### src/rtl/ql_ctrl_multi_if.sv
// Bundle of run configuration, stage enables and status for ql_ctrl_multi.
// With QL_CTRL_PAUSE_EN defined the bundle also carries the pause input.
interface ql_ctrl_multi_if #(
  parameter int N_AGENT = 2,
  parameter int STATE_W = 12,
  parameter int ACT_W   = 2,
  parameter int CNT_W   = 16
);
  // start is a level, not a valid/ready pair: high while idle launches a run,
  // and it must fall after DONE before the controller returns to IDLE.
  logic                       start;
  logic [CNT_W-1:0]           max_step;
  logic [CNT_W-1:0]           max_episode;
  logic [15:0]                seed;
  logic [15:0]                eps_init;
  logic [3:0]                 eps_shift;
`ifdef QL_CTRL_PAUSE_EN
  logic                       pause;
`endif
  logic                       SD;
  logic                       PG;
  logic                       RD;
  logic                       QA;
  logic                       wen;
  logic [N_AGENT-1:0]         asel;
  logic [N_AGENT*ACT_W-1:0]   arand;
  logic [N_AGENT*STATE_W-1:0] s0;
  logic                       idle;
  logic                       finish;
  logic [CNT_W-1:0]           dbg_sc;
  logic [CNT_W-1:0]           dbg_ec;
  logic [2:0]                 dbg_cs;
  logic [15:0]                dbg_eps;

  modport master (
`ifdef QL_CTRL_PAUSE_EN
    input  pause,
`endif
    input  start, max_step, max_episode, seed, eps_init, eps_shift,
    output SD, PG, RD, QA, wen, asel, arand, s0, idle, finish,
    output dbg_sc, dbg_ec, dbg_cs, dbg_eps
  );

  modport slave (
`ifdef QL_CTRL_PAUSE_EN
    output pause,
`endif
    output start, max_step, max_episode, seed, eps_init, eps_shift,
    input  SD, PG, RD, QA, wen, asel, arand, s0, idle, finish,
    input  dbg_sc, dbg_ec, dbg_cs, dbg_eps
  );
endinterface

### src/rtl/ql_ctrl_multi.sv
// Multi-agent Q-learning episode sequencer: stage enables, per-agent LFSR
// exploration, geometric epsilon decay. Optional pause via QL_CTRL_PAUSE_EN.
module ql_ctrl_multi #(
  parameter int N_AGENT = 2,
  parameter int STATE_W = 12,
  parameter int ACT_W   = 2,
  parameter int CNT_W   = 16
) (
  input logic            clk,
  input logic            rst,
  ql_ctrl_multi_if.master bus
);

  typedef enum logic [2:0] {
    S_IDLE  = 3'd0,
    S_INIT  = 3'd1,
    S_FILL  = 3'd2,
    S_RUN   = 3'd3,
    S_DRAIN = 3'd4,
    S_EPEND = 3'd5,
    S_DONE  = 3'd6
  } state_t;

  state_t             state_q, state_d;
  logic [2:0]         sub_q, sub_d;
  logic [CNT_W-1:0]   sc_q, sc_d;
  logic [CNT_W-1:0]   ec_q, ec_d;
  logic [15:0]        eps_q, eps_d;
  logic               finish_q;
  logic [3:0]         en;
  logic               hold;
  logic               ep_more;

  logic [15:0]        lfsr_q  [N_AGENT];
  logic               asel_q  [N_AGENT];
  logic [ACT_W-1:0]   arand_q [N_AGENT];
  logic [STATE_W-1:0] s0_q    [N_AGENT];

  // Agents are decorrelated by a golden-ratio offset; zero would lock the LFSR.
  function automatic logic [15:0] lfsr_load(input logic [15:0] s, input int idx);
    logic [15:0] v;
    v = s ^ 16'(idx * 32'h9E37);
    return (v == 16'h0000) ? 16'h0001 : v;
  endfunction

  function automatic logic [15:0] lfsr_step(input logic [15:0] v);
    return v[0] ? ((v >> 1) ^ 16'hB400) : (v >> 1);
  endfunction

`ifdef QL_CTRL_PAUSE_EN
  assign hold = bus.pause &&
                (state_q == S_FILL || state_q == S_RUN || state_q == S_DRAIN);
`else
  assign hold = 1'b0;
`endif

  assign ep_more = (ec_q < bus.max_episode);

  always_comb begin
    state_d = state_q;
    sub_d   = sub_q;
    sc_d    = sc_q;
    ec_d    = ec_q;
    eps_d   = eps_q;
    en      = 4'b0000;
    if (!hold) begin
      case (state_q)
        S_IDLE: begin
          sc_d  = '0;
          ec_d  = '0;
          eps_d = bus.eps_init;
          if (bus.start) state_d = S_INIT;
        end
        S_INIT: begin
          sc_d  = '0;
          sub_d = '0;
          state_d = ep_more ? S_FILL : S_DONE;
        end
        S_FILL: begin
          // Pipeline fills one stage every two cycles.
          case (sub_q[2:1])
            2'd0:    en = 4'b1000;
            2'd1:    en = 4'b1100;
            default: en = 4'b1110;
          endcase
          if (sub_q == 3'd5) begin
            sub_d   = '0;
            state_d = S_RUN;
          end else begin
            sub_d = sub_q + 3'd1;
          end
        end
        S_RUN: begin
          en   = (sc_q == '0) ? 4'b1111 : 4'b0111;
          sc_d = sc_q + CNT_W'(1);
          if (sc_q == bus.max_step) begin
            sub_d   = '0;
            state_d = S_DRAIN;
          end
        end
        S_DRAIN: begin
          en = sub_q[1] ? 4'b0001 : 4'b0011;
          if (sub_q == 3'd3) begin
            sub_d   = '0;
            state_d = S_EPEND;
          end else begin
            sub_d = sub_q + 3'd1;
          end
        end
        S_EPEND: begin
          ec_d    = (&ec_q) ? ec_q : ec_q + CNT_W'(1);
          eps_d   = eps_q - (eps_q >> bus.eps_shift);
          state_d = S_INIT;
        end
        S_DONE: begin
          if (!bus.start) state_d = S_IDLE;
        end
        default: state_d = S_IDLE;
      endcase
    end
  end

  always_ff @(posedge clk) begin
    if (rst) begin
      state_q  <= S_IDLE;
      sub_q    <= '0;
      sc_q     <= '0;
      ec_q     <= '0;
      eps_q    <= '0;
      finish_q <= 1'b0;
    end else begin
      state_q  <= state_d;
      sub_q    <= sub_d;
      sc_q     <= sc_d;
      ec_q     <= ec_d;
      eps_q    <= eps_d;
      finish_q <= (state_d == S_DONE) && (state_q != S_DONE);
    end
  end

  always_ff @(posedge clk) begin
    for (int i = 0; i < N_AGENT; i++) begin
      if (rst) begin
        lfsr_q[i]  <= lfsr_load(bus.seed, i);
        asel_q[i]  <= 1'b0;
        arand_q[i] <= '0;
        s0_q[i]    <= '0;
      end else begin
        if (state_q == S_IDLE) begin
          lfsr_q[i] <= lfsr_load(bus.seed, i);
        end else if (!hold) begin
          lfsr_q[i] <= lfsr_step(lfsr_q[i]);
        end
        if (!hold) begin
          asel_q[i]  <= !(eps_q > lfsr_q[i]);
          arand_q[i] <= lfsr_q[i][ACT_W-1:0];
        end
        if (state_q == S_INIT && ep_more) begin
          s0_q[i] <= lfsr_q[i][STATE_W:1];
        end
      end
    end
  end

  always_comb begin
    bus.asel  = '0;
    bus.arand = '0;
    bus.s0    = '0;
    for (int i = 0; i < N_AGENT; i++) begin
      bus.asel[i]                  = asel_q[i];
      bus.arand[i*ACT_W +: ACT_W]  = arand_q[i];
      bus.s0[i*STATE_W +: STATE_W] = s0_q[i];
    end
  end

  assign bus.SD      = en[3];
  assign bus.PG      = en[2];
  assign bus.RD      = en[1];
  assign bus.QA      = en[0];
  assign bus.wen     = !hold && (state_q == S_RUN || state_q == S_DRAIN);
  assign bus.idle    = (state_q == S_IDLE);
  assign bus.finish  = finish_q;
  assign bus.dbg_sc  = sc_q;
  assign bus.dbg_ec  = ec_q;
  assign bus.dbg_cs  = state_q;
  assign bus.dbg_eps = eps_q;

endmodule

### src/flat_wrapper.sv
// flat-port wrapper written by rule: the top's interface ports become plain ports
module ql_ctrl_multi_flat 
#(
  parameter int N_AGENT = 2,
  parameter int STATE_W = 12,
  parameter int ACT_W   = 2,
  parameter int CNT_W   = 16
)
  (clk, rst, bus_start, bus_max_step, bus_max_episode, bus_seed, bus_eps_init, bus_eps_shift, bus_SD, bus_PG, bus_RD, bus_QA, bus_wen, bus_asel, bus_arand, bus_s0, bus_idle, bus_finish, bus_dbg_sc, bus_dbg_ec, bus_dbg_cs, bus_dbg_eps);
  ql_ctrl_multi_if #(.N_AGENT(N_AGENT), .STATE_W(STATE_W), .ACT_W(ACT_W), .CNT_W(CNT_W)) bus_i ();
  input logic clk;
  input logic rst;
  input wire logic [$bits(bus_i.start)-1:0] bus_start;
  input wire logic [$bits(bus_i.max_step)-1:0] bus_max_step;
  input wire logic [$bits(bus_i.max_episode)-1:0] bus_max_episode;
  input wire logic [$bits(bus_i.seed)-1:0] bus_seed;
  input wire logic [$bits(bus_i.eps_init)-1:0] bus_eps_init;
  input wire logic [$bits(bus_i.eps_shift)-1:0] bus_eps_shift;
  output wire logic [$bits(bus_i.SD)-1:0] bus_SD;
  output wire logic [$bits(bus_i.PG)-1:0] bus_PG;
  output wire logic [$bits(bus_i.RD)-1:0] bus_RD;
  output wire logic [$bits(bus_i.QA)-1:0] bus_QA;
  output wire logic [$bits(bus_i.wen)-1:0] bus_wen;
  output wire logic [$bits(bus_i.asel)-1:0] bus_asel;
  output wire logic [$bits(bus_i.arand)-1:0] bus_arand;
  output wire logic [$bits(bus_i.s0)-1:0] bus_s0;
  output wire logic [$bits(bus_i.idle)-1:0] bus_idle;
  output wire logic [$bits(bus_i.finish)-1:0] bus_finish;
  output wire logic [$bits(bus_i.dbg_sc)-1:0] bus_dbg_sc;
  output wire logic [$bits(bus_i.dbg_ec)-1:0] bus_dbg_ec;
  output wire logic [$bits(bus_i.dbg_cs)-1:0] bus_dbg_cs;
  output wire logic [$bits(bus_i.dbg_eps)-1:0] bus_dbg_eps;
  assign bus_i.start = bus_start;
  assign bus_i.max_step = bus_max_step;
  assign bus_i.max_episode = bus_max_episode;
  assign bus_i.seed = bus_seed;
  assign bus_i.eps_init = bus_eps_init;
  assign bus_i.eps_shift = bus_eps_shift;
  assign bus_SD = bus_i.SD;
  assign bus_PG = bus_i.PG;
  assign bus_RD = bus_i.RD;
  assign bus_QA = bus_i.QA;
  assign bus_wen = bus_i.wen;
  assign bus_asel = bus_i.asel;
  assign bus_arand = bus_i.arand;
  assign bus_s0 = bus_i.s0;
  assign bus_idle = bus_i.idle;
  assign bus_finish = bus_i.finish;
  assign bus_dbg_sc = bus_i.dbg_sc;
  assign bus_dbg_ec = bus_i.dbg_ec;
  assign bus_dbg_cs = bus_i.dbg_cs;
  assign bus_dbg_eps = bus_i.dbg_eps;
  ql_ctrl_multi #(.N_AGENT(N_AGENT), .STATE_W(STATE_W), .ACT_W(ACT_W), .CNT_W(CNT_W)) u_core (.clk(clk), .rst(rst), .bus(bus_i));
endmodule
### config.mk
export PLATFORM = sky130hd
export DESIGN_NAME = ql_ctrl_multi_flat
export DESIGN_NICKNAME = d
export VERILOG_FILES = /design/src/rtl/ql_ctrl_multi_if.sv /design/src/rtl/ql_ctrl_multi.sv /design/src/flat_wrapper.sv
export SDC_FILE = /design/constraint.sdc
export NUM_CORES = 1
export LEC_CHECK = 0
export BUFFER_PORTS_ARGS = -buffer_cell sky130_fd_sc_hd__buf_2
export CAP_MARGIN = 20
export CELL_PAD_IN_SITES_DETAIL_PLACEMENT = 1
export CELL_PAD_IN_SITES_GLOBAL_PLACEMENT = 2
export CORE_MARGIN = 2
export CORE_UTILIZATION = 34
export CTS_CLUSTER_DIAMETER = 120
export DETAILED_ROUTE_END_ITERATION = 7
export GPL_ROUTABILITY_DRIVEN = 0
export PLACE_DENSITY_LB_ADDON = 0.15
export SYNTH_ARGS = -nofsm -noshare
export SYNTH_HDL_FRONTEND = slang
export SYNTH_SLANG_ARGS = --single-unit
### constraint.sdc
create_clock -name clk -period 4.5 [get_ports clk]
set_input_delay 0 -clock clk [delete_from_list [all_inputs] [get_ports clk]]
set_output_delay 0 -clock clk [all_outputs]
set_load 0.05 [all_outputs]
### Word level (Yosys, flattened, before mapping)

Memory sizes are Yosys's and may differ from the RTL's.
Cells that the tools add are included.

| storage, ports and cells | value |
|---|---|
| register bits after elaboration | 55 |
| latch bits | 0 |
| RAM bits | 62 |
| ROM bits | 0 |
| input port bits | 71 |
| memories | 4 |

Memories:

| name | words | width | rd ports | clocked after memory_dff | write ports | line | source |
|---|---|---|---|---|---|---|---|
| u_core.lfsr_q | 2 | 16 | 2 | 0 | 2 | ql_ctrl_multi.sv:34 | `logic [15:0] lfsr_q [N_AGENT];` |
| u_core.s0_q | 2 | 12 | 2 | 0 | 2 | ql_ctrl_multi.sv:37 | `logic [STATE_W-1:0] s0_q [N_AGENT];` |
| u_core.arand_q | 2 | 2 | 2 | 0 | 2 | ql_ctrl_multi.sv:36 | `logic [ACT_W-1:0] arand_q [N_AGENT];` |
| u_core.asel_q | 2 | 1 | 2 | 0 | 2 | ql_ctrl_multi.sv:35 | `logic asel_q [N_AGENT];` |

| operators by class | value |
|---|---|
| $add $sub $neg | 4 |
| multipliers | 0 |
| div/mod/pow operators | 0 |
| $lt $le $gt $ge | 3 |
| equality and inequality tests | 14 |
| shift operators | 1 |
| muxes and demuxes | 45 |
| bitwise operators | 13 |
| reductions and logical operators | 17 |

Operator list:

| cell | number |
|---|---|
| $mux W16 | 9 |
| $pmux W16 S2 | 3 |
| $logic_not A16 Y1 | 3 |
| $add A16 B1 Y16 const B | 2 |
| $gt A16 B16 Y1 | 2 |
| $mux W3 | 9 |
| $mux W12 | 2 |
| $pmux W3 S7 | 1 |
| $eq A16 B16 Y1 | 1 |
| $lt A16 B16 Y1 | 1 |
| $reduce_and A16 Y1 | 1 |
| $shr A16 B4 Y16 | 1 |
| $sub A16 B16 Y16 | 1 |
| $eq A3 B3 Y1 const B | 5 |
| $mux W1 | 14 |
| $pmux W3 S4 | 1 |
| $pmux W4 S3 | 1 |
| $not A10 Y10 | 1 |
| $or A1 B1 Y1 | 10 |
| $eq A3 B2 Y1 const B | 3 |
| $not A3 Y4 | 2 |
| $mux W2 | 3 |
| $pmux W3 S2 | 1 |
| $mux W4 | 1 |
| 15 further kinds | 19 |

### Depth between registers and ports, before layout

Gate-level depths: netlist of run 1.

| depth | value |
|---|---|
| depth in word-level cells | 6 |
| mapped depth | 16 |

### Worst setup path before layout of run 1

OpenSTA, ideal clock, no wires.

| timing | value |
|---|---|
| path type | reg-to-reg |
| start point | register u_core.ec_q[1] (netlist: u_core.bus.dbg_ec[1]) |
| end point | memory u_core.s0_q[0][0], enable pin |
| arrival time | 3.688 ns |
| required time | 4.058 ns |
| slack | 0.370 ns |
| stages on the path, launching flop included | 6 |
| clock period less this slack | 4.130 ns |
| cells stage by stage | dfxtp_1 ha_1 a2111o_1 a311oi_2 a21oi_2 o31ai_1 |

RTL lines:

| element | line | source |
|---|---|---|
| from (decl) | ql_ctrl_multi.sv:27 | `logic [CNT_W-1:0] ec_q, ec_d;` |
| from (signal assigned) | ql_ctrl_multi.sv:128 | `ec_q <= '0;` |
| from (signal assigned) | ql_ctrl_multi.sv:135 | `ec_q <= ec_d;` |
| to (decl) | ql_ctrl_multi.sv:37 |  |

### Worst setup path after layout of run 1

| timing | value |
|---|---|
| start point | register u_core.eps_q[15] (netlist: u_core.bus.dbg_eps[15]) |
| end point | register u_core.eps_q[12] (netlist: u_core.bus.dbg_eps[12]) |

| between the ends | value |
|---|---|
| cells in the longest elaborated chain, start to end | 3 |

Ends and longest elaborated chain:

| element | line | source |
|---|---|---|
| from (decl) | ql_ctrl_multi.sv:28 | `logic [15:0] eps_q, eps_d;` |
| from (signal assigned) | ql_ctrl_multi.sv:136 | `eps_q <= eps_d;` |
| $shr A16 B4 Y16 | ql_ctrl_multi.sv:112 | `eps_d = eps_q - (eps_q >> bus.eps_shift);` |
| $sub A16 B16 Y16 | ql_ctrl_multi.sv:112 |  |
| $pmux W16 S2 | ql_ctrl_multi.sv:67 | `case (state_q)` |

Every way passes these cells.
A chain may end at the register's enable or synchronous reset.

==> impl_metrics.env, run 1 <==
export IMPL_syn_area_mm2=0.00790
export IMPL_synth_top_area_cell="edfxtp_1"
export IMPL_core_area_mm2=0.0227
export IMPL_nets=1240
export IMPL_insertion_delay_ps=430
export IMPL_via_per_inst=5.24
export IMPL_ys_warn_count=0
export IMPL_htreeDepth=4
export IMPL_postSynth_asyncResetShare=0
export IMPL_drtAntennaViolNets=0
export IMPL_min_path_type="in2reg"
export IMPL_die_w_um=156
export IMPL_ys_seq_elements=117
export IMPL_synth_edf_count=56
export IMPL_setup_viol=0
export IMPL_antenna_found_initial=0
export IMPL_power_density_mw_per_mm2=347
export IMPL_rr_worst_depth=16
export IMPL_final_area_mm2=0.00995
export IMPL_avgSynthCellArea_um2=8.82
export IMPL_hold_viol_final=0
export IMPL_routedLengthMet1_mm=12.7
export IMPL_fin_skew_ps=11.2
export IMPL_numPortBuffers=158
export IMPL_path_clk_slew_ps=70
export IMPL_drtPass1Iterations=5
export IMPL_grt_pass1_wl_mm=41.7
export IMPL_cts_buffer_depth=2
export IMPL_area_delta_synth_final_pct=25.9
export IMPL_cts_root_buffer="clkbuf_16"
export IMPL_synth_cells=896
export IMPL_synth_common_cells="nor2_1 (81), nand2_1 (80), ha_1 (69)"
export IMPL_vias=7327
export IMPL_wirelength_mm=26.4
export IMPL_tns_ps=0
export IMPL_timing_slew_headroom=0.270
export IMPL_num_rows=55
export IMPL_drc=0
export IMPL_cts_resized=0
export IMPL_die_area_mm2=0.0245
export IMPL_p_leak_nw=4.37
export IMPL_seq_area_frac_synth=0.367
export IMPL_hold_depth=3
export IMPL_numCtsBuffers=17
export IMPL_highest_layer="met4"
export IMPL_multi_input_area_mm2=0.00470
export IMPL_die_y_um=156
export IMPL_synth_flop_cell="dfxtp_1"
export IMPL_post_drt_wl_per_cell_um=18.9
export IMPL_track_usage=0.221
export IMPL_min_period_over_period=0.821
export IMPL_wl_met3_um=831
export IMPL_ir_worst_vdd_mv=0.212
export IMPL_drtIter0Drc=373
export IMPL_cts_sinks=117
export IMPL_rsz0062_at_grt="no"
export IMPL_cts_tree="built"
export IMPL_slew_viol_final=0
export IMPL_path_class="reg2reg"
export IMPL_status="finished, final reports clean"
export IMPL_synthTopCellsByArea="edfxtp_1 (21%), dfxtp_1 (15%), ha_1 (11%)"
export IMPL_nFillCells=2746
export IMPL_grt_overflow=0
export IMPL_ios=159
export IMPL_crit_arrival_ps=3990
export IMPL_drive_gt1_frac=0.198
export IMPL_place_area_mm2=0.00903
export IMPL_end_kind="flop"
export IMPL_required_ps=4800
export IMPL_worstMarginPinSlew_ps=1090
export IMPL_cp_max_fo=10
export IMPL_synth_top_cell_area_share=0.213
export IMPL_maxCapViolations=0
export IMPL_initial_core_util=0.348
export IMPL_max_freq_ghz=0.271
export IMPL_period_needed_ps=3700
export IMPL_finalPower_mw=3.45
export IMPL_yosysMostFrequentCell="nor2_1"
export IMPL_antenna_cells=0
export IMPL_fin_util=0.438
export IMPL_route_met2_wl_mm=12.6
export IMPL_hpwl_mm=19.7
export IMPL_start_kind="flop"
export IMPL_grt_pass1_vias=7584
export IMPL_synth_distinct_cells=67
export IMPL_grt_max_degree=51
export IMPL_ff_latch_area_mm2=0.00290
[layout by cell type (no fill, tap or decap), types with 6 or more instances in the layout]
master         count
a211oi_1           8
a21boi_0          11
a21o_1             6
a21oi_1           61
a22oi_1           13
a311oi_1           7
a31oi_1            7
and2_1            25
and3_1            11
and4_1             6
buf_2            158
buf_4              7
clkbuf_16         17
conb_1            32
dfxtp_1           61
dlygate4sd3_1     32
edfxtp_1          56
ha_1              69
inv_1             60
inv_6              6
mux2i_1           16
nand2_1           80
nand3_1           19
nand4_1           23
nor2_1            81
nor2b_1           11
nor3_1            21
nor4_1             9
o21a_1             9
o21ai_0           49
o22ai_1            6
xnor2_1           37
xor2_1            11
[through the flow]
stage,setup WS (ps),hold WS [ps],instances
after detailed placement,781,299,1331
after global placement,857,292,1331
final,805,160,1397
after global routing,352,157,1397
after floorplan,370,161,927
after CTS,763,141,1395
[sequential cells by signal (all words and copies together) (netlist names)]
name,cells
u_core.bus.dbg_ec,16
u_core.sub_q,3
u_core.bus.dbg_sc,16
u_core.bus.dbg_cs,3
u_core.bus.finish,1
u_core.asel_q,2
u_core.lfsr_q,32
u_core.s0_q,24
u_core.arand_q,4
u_core.bus.dbg_eps,16
[final timing paths]
path                            end              startpoint  slack, ps
max          u_core.bus.dbg_eps[12]  u_core.bus.dbg_eps[15]        800
min            u_core.bus.dbg_ec[0]                     rst        160
max reg2reg  u_core.bus.dbg_eps[12]  u_core.bus.dbg_eps[15]        800
min reg2reg       u_core.s0_q[0][3]     u_core.lfsr_q[0][4]        550
[report_power, final]
group          internal [mW]  total (mW)  switching (mW)
Combinational          0.300       0.827           0.527
Clock                  0.739        1.36           0.625
Sequential              1.19        1.26          0.0704
[timing repair]
action	CTS	global route
hold buffers	32	0
buffers inserted	0	0
endpoints found under the hold margin	39	0
[routing by layer]
| layer | vias up | GRT usage |
|---|---|---|
| met4 | 0 | 0.0516 |
| met2 | 135 | 0.372 |
| li1 | 3634 | - |
| met5 | - | 0 |
| met1 | 3536 | 0.298 |
| met3 | 22 | 0.0335 |
[worst max-delay path, cell delays in order, from the launching register on]
cell	delay, ps
dfxtp_1	540
mux2i_1	180
mux2i_1	310
nand2_1	80
o21ai_0	120
nand2_1	80
o21ai_0	90
ha_1	190
inv_1	50
fa_1	400
a21o_1	210
a311oi_1	270
buf_4	180
nor3_1	50
a2111oi_0	510
xor2_1	200
o22ai_1	90
[layout make-up]
| cell class | count | area share |
|---|---|---|
| repair buffers | 198 | 0.118 |
| clock inverters | 15 | 0.0155 |
| flip-flops and latches | 117 | 0.292 |
| inverters | 62 | 0.0234 |
| well taps | 285 | 0.0358 |
| clock buffers | 17 | 0.0428 |
| multi-input cells | 703 | 0.473 |
[cells by family (layout without fill, tap and decap cells)]
group | count (synthesis) | in the layout | synth area share
AND/OR/NAND/NOR | 311 | 311 | 0.197
AO/OA/AOI/OAI | 218 | 218 | 0.179
flip-flops | 117 | 117 | 0.367
buffers and inverters | 107 | 292 | 0.0545
adder cells (fa/ha/maj) | 70 | 70 | 0.112
XOR/XNOR | 48 | 48 | 0.0532
multiplexers | 24 | 24 | 0.0374
other | 1 | 32 | 0.000475
Power figures use the tool's default switching activity.
==> run 2, diff against run 1 <==
Settings changed: ABC_AREA set to 1, CORE_UTILIZATION 34 to 28.
Clock period 4.5 ns to 3.23 ns, I/O delays scaled along.
==> impl_metrics.env, run 2 <==
export IMPL_required_ps=3570
export IMPL_end_kind="flop"
export IMPL_reg_largest_list="u_core.lfsr_q (32), u_core.s0_q (24)"
export IMPL_path_class="reg2reg"
export IMPL_fin_skew_ps=43.0
export IMPL_cts_sinks=117
export IMPL_cp_max_fo=7
export IMPL_worst_slack_ps=424
export IMPL_grt_pass1_wl_mm=48.1
export IMPL_ys_seq_elements=117
export IMPL_die_y_um=177
export IMPL_numPortBuffers=158
export IMPL_path_clk_slew_ps=70
export IMPL_cts_buffer_depth=2
export IMPL_htreeDepth=4
export IMPL_p_leak_nw=5.21
export IMPL_synth_cells=1218
export IMPL_grt_pass1_vias=8711
export IMPL_tns_ps=0
export IMPL_crit_arrival_ps=3150
export IMPL_drtAntennaViolNets=0
export IMPL_drc=0
export IMPL_insertion_delay_ps=440
export IMPL_crit_path_max_incr_delay_ps=570
export IMPL_critPathTopFamily="simple AND/OR/NAND/NOR gates"
export IMPL_whs_ps=21.6
export IMPL_syn_area_mm2=0.00843
export IMPL_synth_common_cells="nand2_1 (341), inv_1 (185), nor2_1 (108)"
export IMPL_cts_tree="built"
export IMPL_setup_viol=0
export IMPL_synthSimpleGateAreaFrac=0.302
export IMPL_min_period_over_period=0.869
export IMPL_nets=1574
export IMPL_synth_top_cell_area_share=0.200
export IMPL_fin_util=0.359
export IMPL_start_kind="flop"
export IMPL_grt_max_degree=29
export IMPL_yosysMostFrequentCell="nand2_1"
export IMPL_timing_slew_headroom=0.546
export IMPL_worst_path_buf_inv=1
export IMPL_crit_top_cell="nand2_1"
export IMPL_avgSynthCellArea_um2=6.92
export IMPL_hold_viol_final=0
export IMPL_crit_chain="nand2_1 -> o21ai_0 -> nand2_1 -> o21ai_0 -> nand2_1 -> o21ai_0 -> nand2_1 -> o21ai_0 -> ha_1 -> inv_1 -> fa_1 -> nand2_1 -> nand3_1 -> and2_1 -> nand3_1 -> nand3_1 -> nand2_1 -> nand3_1 -> a21oi_1"
export IMPL_synth_top_area_cell="edfxtp_1"
export IMPL_antenna_cells=0
export IMPL_synth_flop_cell="dfxtp_1"
export IMPL_via_per_inst=4.63
export IMPL_seq_area_frac_synth=0.345
export IMPL_worstMarginPinSlew_ps=679
export IMPL_power_switching_mw=1.86
export IMPL_post_drt_wl_per_cell_um=16.6
export IMPL_synth_edf_count=56
export IMPL_cp_slowest_cell="dfxtp_1"
export IMPL_power_internal_mw=3.32
export IMPL_p_comb_frac=0.258
export IMPL_preCtsSetupSlack_ps=311
export IMPL_ios=159
export IMPL_synth_adder_area_share=0.105
export IMPL_area_delta_synth_final_pct=26.2
export IMPL_antenna_found_initial=0
export IMPL_numCtsBuffers=17
export IMPL_num_rows=63
export IMPL_regMostFlops="u_core.lfsr_q"
export IMPL_maxCapViolations=0
export IMPL_postSynth_asyncResetShare=0
export IMPL_die_w_um=177
export IMPL_finalPower_mw=5.18
export IMPL_synthXorXnorAreaFrac=0.00728
export IMPL_wirelength_mm=30.6
export IMPL_ir_worst_vdd_mv=0.332
export IMPL_vias=8500
export IMPL_max_freq_ghz=0.356
export IMPL_post_cts_buffers=0
export IMPL_power_density_mw_per_mm2=487
export IMPL_fin_cells=1836
export IMPL_cts_root_buffer="clkbuf_16"
export IMPL_synth_compound_area_frac=0.132
export IMPL_grt_overflow=0
export IMPL_rsz0062_at_grt="no"
export IMPL_slew_viol_final=0
export IMPL_synthTopCellsByArea="edfxtp_1 (20%), nand2_1 (15%), dfxtp_1 (14%)"
export IMPL_drtIter0Drc=393
export IMPL_final_common_cell="nand2_1"
export IMPL_track_usage=0.199
export IMPL_min_path_type="in2reg"
export IMPL_drive_gt1_frac=0.171
export IMPL_core_area_mm2=0.0296
export IMPL_period_needed_ps=2810
export IMPL_seqPwrFrac=0.336
export IMPL_synth_top_family_by_area="simple AND/OR/NAND/NOR gates"
export IMPL_final_cell_mix="nand2_1 (341), inv_1 (185), buf_2 (158), nor2_1 (108), a21oi_1 (84)"
export IMPL_place_area_mm2=0.00978
export IMPL_synth_distinct_cells=49
export IMPL_initial_core_util=0.284
export IMPL_synthMuxAreaShare=0.00119
export IMPL_largest_reg_flops=32
export IMPL_dp_cells=1781
export IMPL_final_area_mm2=0.0106
export IMPL_die_area_mm2=0.0315
export IMPL_drtPass1Iterations=4
export IMPL_status="finished, final reports clean"
export IMPL_clkPwrFrac=0.406
export IMPL_hpwl_mm=24.3
export IMPL_ys_warn_count=0
export IMPL_swShare=0.360
export IMPL_nFillCells=3827
[run 2: repair_timing]
action                                  CTS  global route
hold buffers                             23             0
resized for setup                         0             1
hold endpoints to repair                 31             0
endpoints found under the setup margin    0             5
[run 2: area by class of cell]
| type | count | area, µm² | share of cell area |
|---|---|---|---|
| clock buffers | 17 | 425 | 0.0400 |
| clock inverters | 15 | 204 | 0.0192 |
| inverters | 197 | 739 | 0.0695 |
| multi-input cells | 903 | 4730 | 0.445 |
| flip-flops and latches | 117 | 2900 | 0.273 |
| well taps | 390 | 488 | 0.0459 |
| repair buffers | 197 | 1140 | 0.107 |
[run 2: power groups by stage]
stage,Combinational (mW),Sequential [mW],Clock (mW)
2_1_floorplan,0.729,1.94,0
3_3_place_gp,1.32,1.77,0
3_5_place_dp,1.33,1.78,0
4_1_cts,1.36,1.74,2.15
5_1_grt,1.50,1.75,2.22
6_report,1.34,1.74,2.10
[run 2: tightest hold or removal path, stage by stage]
cell and delay, ps:
buf_2 100, nand2_1 80, o21ai_0 90, inv_1 60
a21oi_1 50
[run 2: worst paths after layout]
path | startpoint | end | slack (ps) | cells after the start
worst min-delay path | bus_eps_init[15] | u_core.bus.dbg_eps[15] | 20 | 5
worst max-delay path | u_core.bus.dbg_eps[8] | u_core.bus.dbg_eps[12] | 420 | 19
worst min register to register | u_core.bus.dbg_sc[13] | u_core.bus.dbg_sc[13] | 520 | 2
worst max register to register | u_core.bus.dbg_eps[8] | u_core.bus.dbg_eps[12] | 420 | 19
[run 2: cells by family after synthesis]
kind of cell               Yosys count
AOI/OAI and AO/OA                  203
adders and majority gates           70
and+or+nand+nor                    590
muxes                                1
other                                1
DFF                                117
buffers and inverters              229
xor gates and xnor gates             7
[run 2: per-layer routing]
layer  vias up  wire [µm]  track usage
met2       117      15100        0.347
met3         8        922       0.0315
met5         -          0            0
met1      4015      14400        0.257
li1       4360          -            -
met4         0        193       0.0427
==> run 3, diff against run 2 <==
--- a/config.mk
+++ b/config.mk
@@ -10,6 +10,4 @@
 export CAP_MARGIN = 20
-export CELL_PAD_IN_SITES_DETAIL_PLACEMENT = 1
-export CELL_PAD_IN_SITES_GLOBAL_PLACEMENT = 2
 export CORE_MARGIN = 2
-export CORE_UTILIZATION = 28
+export CORE_UTILIZATION = 51
 export CTS_CLUSTER_DIAMETER = 120
==> constraint.sdc (replaced) <==
create_clock -name clk -period 3.23 [get_ports clk]
set_input_delay 0.646 -clock clk [delete_from_list [all_inputs] [get_ports clk]]
set_output_delay 0.646 -clock clk [all_outputs]
set_load 0.05 [all_outputs]
==> impl_metrics.env, run 3 (same netlist as run 2, synthesis figures left out) <==
export IMPL_status="finished, final reports clean"
export IMPL_die_y_um=133
export IMPL_die_area_mm2=0.0176
export IMPL_reg2reg_from="u_core.bus.dbg_eps[9]"
export IMPL_cts_hold_buf=0
export IMPL_rsz0062_at_grt="no"
export IMPL_hold_depth=3
export IMPL_drtIter0Drc=555
export IMPL_grt_pass1_wl_mm=38.3
export IMPL_cts_buffer_depth=2
export IMPL_finalPower_mw=5.06
export IMPL_required_ps=2580
export IMPL_vias=8510
export IMPL_grt_overflow=0
export IMPL_max_freq_ghz=0.346
export IMPL_p_leak_nw=5.14
export IMPL_rr_worst_depth=19
export IMPL_grt_max_degree=29
export IMPL_regMostFlops="u_core.lfsr_q"
export IMPL_initial_core_util=0.527
export IMPL_period_needed_ps=2890
export IMPL_grt_pass1_vias=7922
export IMPL_path_class="reg2out"
export IMPL_crit_arrival_ps=2240
export IMPL_worstHoldStart="bus_eps_init[0]"
export IMPL_final_common_cell="nand2_1"
export IMPL_setup_viol=0
export IMPL_cp_max_fo=6
export IMPL_via_per_inst=5.17
export IMPL_drtPass1Iterations=5
export IMPL_cts_sinks=117
export IMPL_cts_resized=0
export IMPL_dp_cells=1613
export IMPL_worst_slack_ps=341
export IMPL_maxCapViolations=0
export IMPL_hold_viol_final=0
export IMPL_drc=0
export IMPL_antenna_found_initial=0
export IMPL_power_internal_mw=3.37
export IMPL_hpwl_mm=17.9
export IMPL_htreeDepth=4
export IMPL_fin_cells=1645
export IMPL_die_w_um=133
export IMPL_core_area_mm2=0.0160
export IMPL_nFillCells=1509
export IMPL_drtAntennaViolNets=0
export IMPL_drive_gt1_frac=0.175
export IMPL_area_delta_synth_final_pct=21.5
export IMPL_swShare=0.334
export IMPL_numPortBuffers=158
export IMPL_num_rows=46
export IMPL_post_drt_wl_per_cell_um=14.2
export IMPL_fin_skew_ps=11.1
export IMPL_timing_slew_headroom=0.560
export IMPL_cts_root_buffer="clkbuf_16"
export IMPL_p_comb_frac=0.252
export IMPL_antenna_cells=0
export IMPL_min_path_type="in2reg"
export IMPL_cts_tree="built"
export IMPL_post_cts_buffers=0
export IMPL_numCtsBuffers=17
export IMPL_final_cell_mix="nand2_1 (341), inv_1 (185), buf_2 (158), nor2_1 (108), a21oi_1 (84)"
export IMPL_ios=159
export IMPL_path_clk_slew_ps=60
export IMPL_worstMarginPinSlew_ps=659
export IMPL_min_period_over_period=0.894
export IMPL_ir_worst_vdd_mv=0.408
export IMPL_track_usage=0.270
export IMPL_reg_largest_list="u_core.lfsr_q (32), u_core.s0_q (24)"
export IMPL_insertion_delay_ps=430
export IMPL_power_switching_mw=1.69
export IMPL_nets=1557
export IMPL_slew_viol_final=0
export IMPL_seqPwrFrac=0.343
export IMPL_preCtsSetupSlack_ps=-1.18
export IMPL_startpoint="u_core.bus.dbg_sc[0]"
export IMPL_largest_reg_flops=32
export IMPL_wirelength_mm=23.4
export IMPL_clkPwrFrac=0.406
export IMPL_end_kind="output pin"
export IMPL_power_density_mw_per_mm2=494
export IMPL_start_kind="flop"
run 3: cell types whose count changed in the layout (fill, tap and decap cells not counted), sizes merged:
cell         previous run  this run
dlygate4sd3            23         0
buf                   174       180
bufinv                  3         4
inv                   205       200
clkinv                  3         6
clkbuf                 17        18
run 3: final timing paths:
check | to | slack, ps
hold reg to reg | u_core.bus.dbg_sc[4] | 520
setup / recovery | bus_SD | 340
hold / removal | u_core.bus.dbg_eps[0] | 510
setup reg to reg | u_core.bus.dbg_eps[12] | 390
run 3: routing by layer:
| metal | vias to the layer above | wire, µm | GRT usage | share of wire |
|---|---|---|---|---|
| li1 | 4347 | - | - | - |
| met1 | 3812 | 10500 | 0.366 | 0.45 |
| met2 | 311 | 10500 | 0.432 | 0.45 |
| met3 | 40 | 1800 | 0.0536 | 0.077 |
| met4 | 0 | 573 | 0.0902 | 0.024 |
| met5 | - | 0 | 0 | 0 |
run 3: area by class of cell:
type,instances,area [µm²],share of cell area
Tap cell,216,270,0.0264
Clock buffer,18,439,0.0429
Sequential cell,117,2900,0.284
Inverter,197,739,0.0722
Timing Repair Buffer,180,956,0.0934
Clock inverter,14,196,0.0192
Multi-Input combinational cell,903,4730,0.462
run 3: worst max-delay path, stage by stage, from the launching register on:
cell and delay [ps]:
dfxtp_1 370, inv_1 130, ha_1 200, nand4_1 100, nor4_1 320, nand4_1 200
o21ai_0 210, buf_2 300
run 3: power by group through the flow:
stage          clock network, mW  registers (mW)  logic [mW]
6_report                    2.05            1.73        1.27
5_1_grt                     2.13            1.74        1.42
4_1_cts                     2.07            1.73        1.26
3_5_place_dp                   0            1.76        1.25
3_3_place_gp                   0            1.76        1.23
2_1_floorplan                  0            1.94       0.729
run 3: through the flow:
step           setup TNS [ps]  instance area [µm²]  hold WS [ps]  utilization
2_1_floorplan               0                 8540           462            -
3_3_place_gp                0                 9600           508        0.600
3_5_place_dp            -1.18                 9600           513        0.600
4_1_cts                     0                10200           501        0.640
5_1_grt                     0                10200           520        0.640
6_report                    0                10200           512        0.640
